--- src/rtl/pc_sequencer.sv ---
// Fetch-stage program-counter generator with flush/branch/return/jump selection and a return-address stack.
// Optional macro PC_ALIGN_CHECK_EN adds a registered next-PC misalignment flag.
module pc_sequencer #(
  parameter int                ADDR_W    = 32,
  parameter int                INC       = 4,
  parameter logic [ADDR_W-1:0] RESET_VEC = '0,
  parameter int                RAS_DEPTH = 4
) (
  input  logic              clk,
  input  logic              rst_n,
  input  logic              stall_i,
  input  logic              imem_ready_i,
  input  logic              flush_i,
  input  logic [ADDR_W-1:0] flush_pc_i,
  input  logic              br_taken_i,
  input  logic [ADDR_W-1:0] br_target_i,
  input  logic              jump_i,
  input  logic [ADDR_W-1:0] jump_target_i,
  input  logic              call_i,
  input  logic [ADDR_W-1:0] call_link_i,
  input  logic              ret_i,
  input  logic [ADDR_W-1:0] ret_fallback_i,
  output logic [ADDR_W-1:0] pc_o,
  output logic [ADDR_W-1:0] pc_plus_o,
  output logic              pc_valid_o,
  output logic              ras_empty_o,
  output logic              ras_full_o,
  output logic              misalign_o
);

  localparam int PTR_W = $clog2(RAS_DEPTH);
  localparam int CNT_W = PTR_W + 1;

  logic [ADDR_W-1:0] pc_q, pc_d;
  logic              valid_q;
  logic [PTR_W-1:0]  top_q, top_d;
  logic [CNT_W-1:0]  cnt_q, cnt_d;
  logic [ADDR_W-1:0] ras_q [RAS_DEPTH];

  logic              adv, id_en, push, pop;
  logic              ras_we;
  logic [PTR_W-1:0]  ras_waddr;
  logic              ras_empty, ras_full;
  logic [ADDR_W-1:0] ras_top;

  assign adv       = valid_q & ~stall_i & imem_ready_i;
  assign id_en     = adv & ~flush_i & ~br_taken_i;
  assign push      = id_en & call_i;
  assign pop       = id_en & ret_i;
  assign ras_empty = (cnt_q == '0);
  assign ras_full  = (cnt_q == CNT_W'(RAS_DEPTH));
  assign ras_top   = ras_q[top_q];

  assign pc_o        = pc_q;
  assign pc_plus_o   = pc_q + ADDR_W'(INC);
  assign pc_valid_o  = valid_q;
  assign ras_empty_o = ras_empty;
  assign ras_full_o  = ras_full;

  always_comb begin
    pc_d = pc_q;
    if (flush_i)         pc_d = flush_pc_i;
    else if (br_taken_i) pc_d = br_target_i;
    else if (pop)        pc_d = ras_empty ? ret_fallback_i : ras_top;
    else if (id_en && jump_i) pc_d = jump_target_i;
    else if (adv)        pc_d = pc_plus_o;
  end

  // Simultaneous call+return replaces the top entry in place instead of pop-then-push.
  always_comb begin
    ras_we    = 1'b0;
    ras_waddr = top_q;
    top_d     = top_q;
    cnt_d     = cnt_q;
    if (push && pop) begin
      ras_we = 1'b1;
      if (ras_empty) cnt_d = CNT_W'(1);
    end else if (push) begin
      ras_we    = 1'b1;
      ras_waddr = top_q + PTR_W'(1);
      top_d     = top_q + PTR_W'(1);
      if (!ras_full) cnt_d = cnt_q + CNT_W'(1);
    end else if (pop && !ras_empty) begin
      top_d = top_q - PTR_W'(1);
      cnt_d = cnt_q - CNT_W'(1);
    end
  end

  always_ff @(posedge clk or negedge rst_n) begin
    if (!rst_n) begin
      pc_q    <= RESET_VEC;
      valid_q <= 1'b0;
      top_q   <= '0;
      cnt_q   <= '0;
    end else begin
      pc_q    <= pc_d;
      valid_q <= 1'b1;
      top_q   <= top_d;
      cnt_q   <= cnt_d;
    end
  end

  // Entries are only meaningful below the count, so storage needs no reset.
  always_ff @(posedge clk) begin
    if (ras_we) ras_q[ras_waddr] <= call_link_i;
  end

`ifdef PC_ALIGN_CHECK_EN
  logic misalign_q;
  always_ff @(posedge clk or negedge rst_n) begin
    if (!rst_n) misalign_q <= 1'b0;
    else        misalign_q <= |(pc_d & ADDR_W'(INC - 1));
  end
  assign misalign_o = misalign_q;
`else
  assign misalign_o = 1'b0;
`endif

endmodule

--- config.mk ---
export PLATFORM = sky130hd
export DESIGN_NAME = pc_sequencer
export DESIGN_NICKNAME = d
export VERILOG_FILES = /design/src/rtl/pc_sequencer.sv
export SDC_FILE = /design/constraint.sdc
export NUM_CORES = 1
export LEC_CHECK = 0
export ABC_AREA = 1
export CAP_MARGIN = 20
export CORE_MARGIN = 3
export CORE_UTILIZATION = 40
export CTS_CLUSTER_SIZE = 25
export DETAILED_ROUTE_END_ITERATION = 6
export PLACE_DENSITY = 0.7
export SYNTH_ARGS = -nofsm -noshare
export SYNTH_HDL_FRONTEND = slang
export SYNTH_SLANG_ARGS = --single-unit
--- constraint.sdc ---
create_clock -name clk -period 2.87 [get_ports clk]
set_input_delay 0.574 -clock clk [delete_from_list [all_inputs] [get_ports clk]]
set_output_delay 0.574 -clock clk [all_outputs]
set_load 0.01 [all_outputs]
Yosys cells after proc, flatten, opt, wreduce, memory -nomap -nowiden
Memory sizes are Yosys's and may differ from the RTL's.
Index checks and enable logic that the tools add are counted.
- flip-flop bits (word level): 38
- RAM bits: 128
- bits of input ports: 169
- output and inout port bits: 68
- logic and storage cells: 52
- memories: 1
- add/subtract/negate cells: 5
- equal/unequal tests: 3
- mux-type cells: 19
- bitwise logic cells: 10
- reductions and logical operators: 10
- memory list (name ; words ; bits a word ; rd ports ; clocked after Yosys merged registers in ; wr ports ; line ; text):
    ras_q ; 4 ; 32 ; 1 ; 0 ; 1 ; 38 ; logic [ADDR_W-1:0] ras_q [RAS_DEPTH];
- operators with widths (kind ; count):
    two-way mux 32 bit ; 6
    adder 32 x 3 -> 32 bit, second input constant ; 1
    two-way mux 3 bit ; 5
    two-way mux 2 bit ; 4
    AND 1 bit ; 6
    nonzero test 5 bit ; 1
    two-way mux 1 bit ; 4
    NOT 1 bit ; 4
    adder 3 x 1 -> 3 bit, second input constant ; 1
    == test 3 bit, second input constant ; 1
    logical AND 1 bit ; 3
    logical NOT 3 bit ; 1
    inequality test 3 x 2 -> 1 bit, second input constant ; 1
    AND reduction 3 bit ; 1
    nonzero test 3 bit ; 1
    subtractor 3 x 1 -> 3 bit, second input constant ; 1
    adder 2 x 1 -> 2 bit, second input constant ; 1
    inequality test 2 bit, second input constant ; 1
    AND reduction 2 bit ; 1
    nonzero test 2 bit ; 1
    subtractor 2 x 1 -> 2 bit, second input constant ; 1
    logical NOT 1 bit ; 1

Depth between registers and ports, before layout
- depth after elaboration: 10
- mapped depth: 12
- mapped depth without buffers: 12

Worst setup path after synthesis
Ideal clock, no wire load.
- path type: input -> register
- from: in flush_i
- to: mem ras_q[1][0], enable pin
- library setup time: 0.421 ns
- data arrival time: 2.985 ns
- data required time: 2.449 ns
- setup slack: -0.536 ns
- stages on the path: 8
- buffers on the path: 0
- cell sequence: nor2_4 > inv_4 > nor2_8 > nand2_1 > ha_1 > a21oi_1 > or2_1 > nor2_1
- cells in the longest elaborated chain, start to end: 8
- elaborated cells between the ends (all ways): 12
- classes of those cells: mux: 6; bitwise: 5; reduce/logical: 1
- RTL lines (item ; line ; text):
    start, declared ; 13 ; input logic flush_i,
    NOT 1 bit (*) ; 47 ; assign id_en = adv & ~flush_i & ~br_taken_i;
    AND 1 bit (*) (2 in a row) ; 47 ;
    AND 1 bit, on equally long branches ; 48, 49 ;
    two-way mux 1 bit or logical AND 1 bit (tied branches) ; 78, 75 ;
    two-way mux 1 bit ; 75 ; if (push && pop) begin
    two-way mux 1 bit ; 105 ; if (ras_we) ras_q[ras_waddr] <= call_link_i;
    two-way mux 1 bit (implied by the code) ; 105 ;
    end, declared ; 38 ;
Every way passes the cells marked *; elsewhere a longest branch is shown, timed or not.

Final worst setup path
- from: reg pc_q[13] (netlist: pc_o[13])
- to: out pc_plus_o[15]
- cells in the longest elaborated chain, start to end: 1
- RTL lines (item ; line ; text):
    start, declared ; 34 ; logic [ADDR_W-1:0] pc_q, pc_d;
    start signal, assigned ; 96 ; pc_q <= pc_d;
    adder 32 x 3 -> 32 bit ; 55 ; assign pc_plus_o = pc_q + ADDR_W'(INC);
    end, declared ; 24 ; output logic [ADDR_W-1:0] pc_plus_o,
No other way between the ends.

==> metrics.cfg <==
[critical_path]
cp_max_fo=6
critPathKind=register to output port
end_kind=output port
worstRegToRegCells=10
slowest_delay_ns=0.57
worstPathRequired_ns=2.30
cp_common_cell=nand2_1
crit_path_cell_trace=nand2_1 > nor2_2 > nand2_1 > nor2_4 > nand2_1 > nand2_1 > clkdlybuf4s50_1
cp-start-kind=register
slowest_stage=clkdlybuf4s50_1
r2r_end=pc_o[8]$_DFFE_PN0P_
worstPathArrival_ns=2.22
rr_startpoint=top_q[0]$_DFFE_PN0P_
regToRegSetupSlack_ns=0.70

[place]
placed_area_sq_um=11840
dp_cells=1606
gp_congestion=0.8656
hpwl_um=20980
port_buffers=235

[timing]
finalMaxSlewViolations=0
tightest_slew_ns=0.6312
report.final.hold_viol_count=0
fin_crit_sh=0.9735
setup_viol=0
finalCriticalPeriod_ns=2.794
max_freq_mhz=357.9
rsz0062_at_grt=true
relSlewSlack=0.5792
skew_ns=0.01603

[logic_synthesis]
synthTopCellsByArea=edfxtp_1 42%, nand2_1 18%, dfrtp_1 10%
syn_inst=1112
synth-seq-cells=166
muxShareOfSynthArea=0
synthAdderAreaFrac=0.006347
synth_top_family_by_area=simple AND/OR/NAND/NOR gates
synth_xor_area_frac=0.009658
synth_cell_types=41
synth_compound_area_frac=0.07036
synth_top_cell_area_share=0.4238
yosys.area.top_type=edfxtp_1
synth_seq_area_share=0.5287
yosys_warnings=0
avgSynthCellArea_sq_um=8.155
syn_area_sq_um=9069
synth_nets=1285
yosys.area_share.simple=0.3226

[worst_hold_path]
hp-class=input port to async pin

[route]
drt-total-wl_um=28890
ant_nets=0
vias=8474
drtIter0Drc=464
wl_per_cell_um=17.48
avgViaCountPerCell=5.126
drcViolationCount=0
drt_first_pass_iters=5

[outcome]
outcome=complete, no violations

[cells_and_area]
stdcell_count=1653
fin_area_sq_um=12790
nNetsFinal=1532
finalCoreUtilization=0.5807
multi_input_area_sq_um=3856
seqCellArea_sq_um=4812
syn_to_final_growth_pct=41.05
final_layout_size_suffix_gt1_frac=0.1181
fill_cells=1985

[clocking]
ctsHtreeMaxLevel=4
cts_root_buf=clkbuf_16
clkTransAtPathRegs_ns=0.07
cts_buffers=17
clkLatencyLatePin_ns=0.44
ctsHoldBuffers=0
cts.sinks=166
cts_buffer_depth=2
cts_tree=done

[floorplanning]
die_y_um=156.6
die_w_um=156.6
initial_core_util=0.4117
rows=54
core_area_sq_um=22030
ios=237
die_area_sq_um=24510

[global_route]
overflow=0
grt_pass1_wl_um=43260
grt_pass1_vias=7993
grt_util_all_layers=0.2294
antenna_found_initial=2
grt_start_max_net_pins=64

[power]
finalPower_mw=7.465
vdd_ir_drop_max_mv=0.4384
p_leak_nw=5.403
power_density_nw_per_um2=583.6

[job]
maxCapViolCount=0

where the power goes:
part | leakage, nW | internal [mW] | switching, mW
sequential | 1.58 | 2.69 | 0.142
combinational | 3.52 | 0.917 | 1.31
clock | 0.302 | 1.34 | 1.07
total | 5.40 | 4.94 | 2.52
metrics by stage:
stage | hold slack [ns] | setup TNS [ns] | setup slack [ns]
after CTS | 0.005422 | -0.008927 | -0.008927
after global placement | 0.4739 | 0 | 0.1186
final | 0.02271 | 0 | 0.07609
after detailed placement | 0.4740 | 0 | 0.08167
after global routing | 0.01756 | -0.06484 | -0.06254
after floorplan | 0.2784 | -30.14 | -0.4710
synthesized netlist by cell type:
| cell | instances |
|---|---|
| nand2_2 | 2 |
| conb_1 | 2 |
| buf_4 | 5 |
| nand3_2 | 1 |
| nor2_1 | 97 |
| dfrtp_1 | 38 |
| nand2_4 | 2 |
| inv_4 | 1 |
| clkinv_1 | 2 |
| inv_1 | 56 |
| edfxtp_1 | 128 |
| or2_2 | 2 |
| buf_1 | 1 |
| nor3_1 | 1 |
| clkbuf_1 | 27 |
| or2_1 | 5 |
| nand4_1 | 2 |
| clkinv_2 | 1 |
| a22o_1 | 1 |
| fa_1 | 1 |
| nand3b_1 | 2 |
| or2_0 | 2 |
| nor2_4 | 1 |
| buf_2 | 17 |
| o21bai_1 | 1 |
| nor2_8 | 3 |
| xor2_1 | 6 |
| xnor2_1 | 4 |
| nand2_1 | 423 |
| ha_1 | 3 |
| o21ai_0 | 24 |
| nor2_2 | 4 |
| buf_6 | 5 |
| o22ai_1 | 31 |
| nand3_1 | 146 |
| and2_1 | 2 |
| a21oi_1 | 25 |
| o211ai_1 | 6 |
| o21ai_2 | 10 |
| o21ai_1 | 10 |
| inv_2 | 12 |
per-layer routing:
layer,GRT usage,vias up,wire [um]
met1,0.2942,3920,11660
li1,-,4171,-
met4,0.07295,2,658
met2,0.3843,331,14310
met5,0,-,13
met3,0.05586,50,2246
sequential cells by signal (all words and copies together), names as in the netlist:
name,count
ras_q,128
pc_valid_o,1
top_q,2
pc_o,32
cnt_q,3
layout make-up:
cell class / count / share of cell area
repair buffers: 283 / 0.2239
well taps: 280 / 0.02739
inverters: 72 / 0.02142
flip-flops and latches: 166 / 0.3762
clock buffers: 17 / 0.03326
multi-input cells: 819 / 0.3015
diodes: 1 / 0.0001956
clock inverters: 15 / 0.01614
logic make-up after synthesis:
kind of cell,after synthesis
DFF,166
xor gates and xnor gates,10
and+or+nand+nor,695
other,2
buffers and inverters,127
AOI/OAI and AO/OA,108
adders and majority gates,4
worst max path at each step:
stage,from,cells past startpoint,endpoint
CTS,pc_o[3]$_DFFE_PN0P_,8,pc_plus_o[24]
global placement,flush_i,11,ras_q[3][25]$_DFFE_PP_
detailed placement,br_taken_i,10,ras_q[3][25]$_DFFE_PP_
finish,pc_o[13]$_DFFE_PN0P_,7,pc_plus_o[15]
global route,pc_o[2]$_DFFE_PN0P_,8,pc_plus_o[26]
floorplan,flush_i,8,ras_q[0][0]$_DFFE_PP_
repair_timing:
action	CTS	global route
gates cloned	0	0
setup buffers	5	7
gates resized for setup	23	45
setup endpoints to repair	21	21
pin swaps	2	6
critical path, delay by kind of cell, from the launching register on:
| kind | cells | cell delay [ns] |
|---|---|---|
| buf+inv | 1 | 0.57 |
| simple gates | 6 | 0.78 |
| flops | 1 | 0.44 |
layout by cell type (no fill, tap or decap), drive strengths merged, types with 2 or more instances in the layout:
master,count
xnor2,4
or2,9
ha,3
buf,49
clkinvlp,2
a21oi,25
nor2,105
o211ai,6
o22ai,31
nand2,427
o21ai,44
dlymetal6s2s,17
nand3,147
edfxtp,128
clkdlybuf4s50,216
clkbuf,17
bufinv,2
conb,2
inv,74
xor2,6
clkinv,9
nand3b,2
and2,2
dfrtp,38
nand4,2
(Power assumes the default switching activity.)
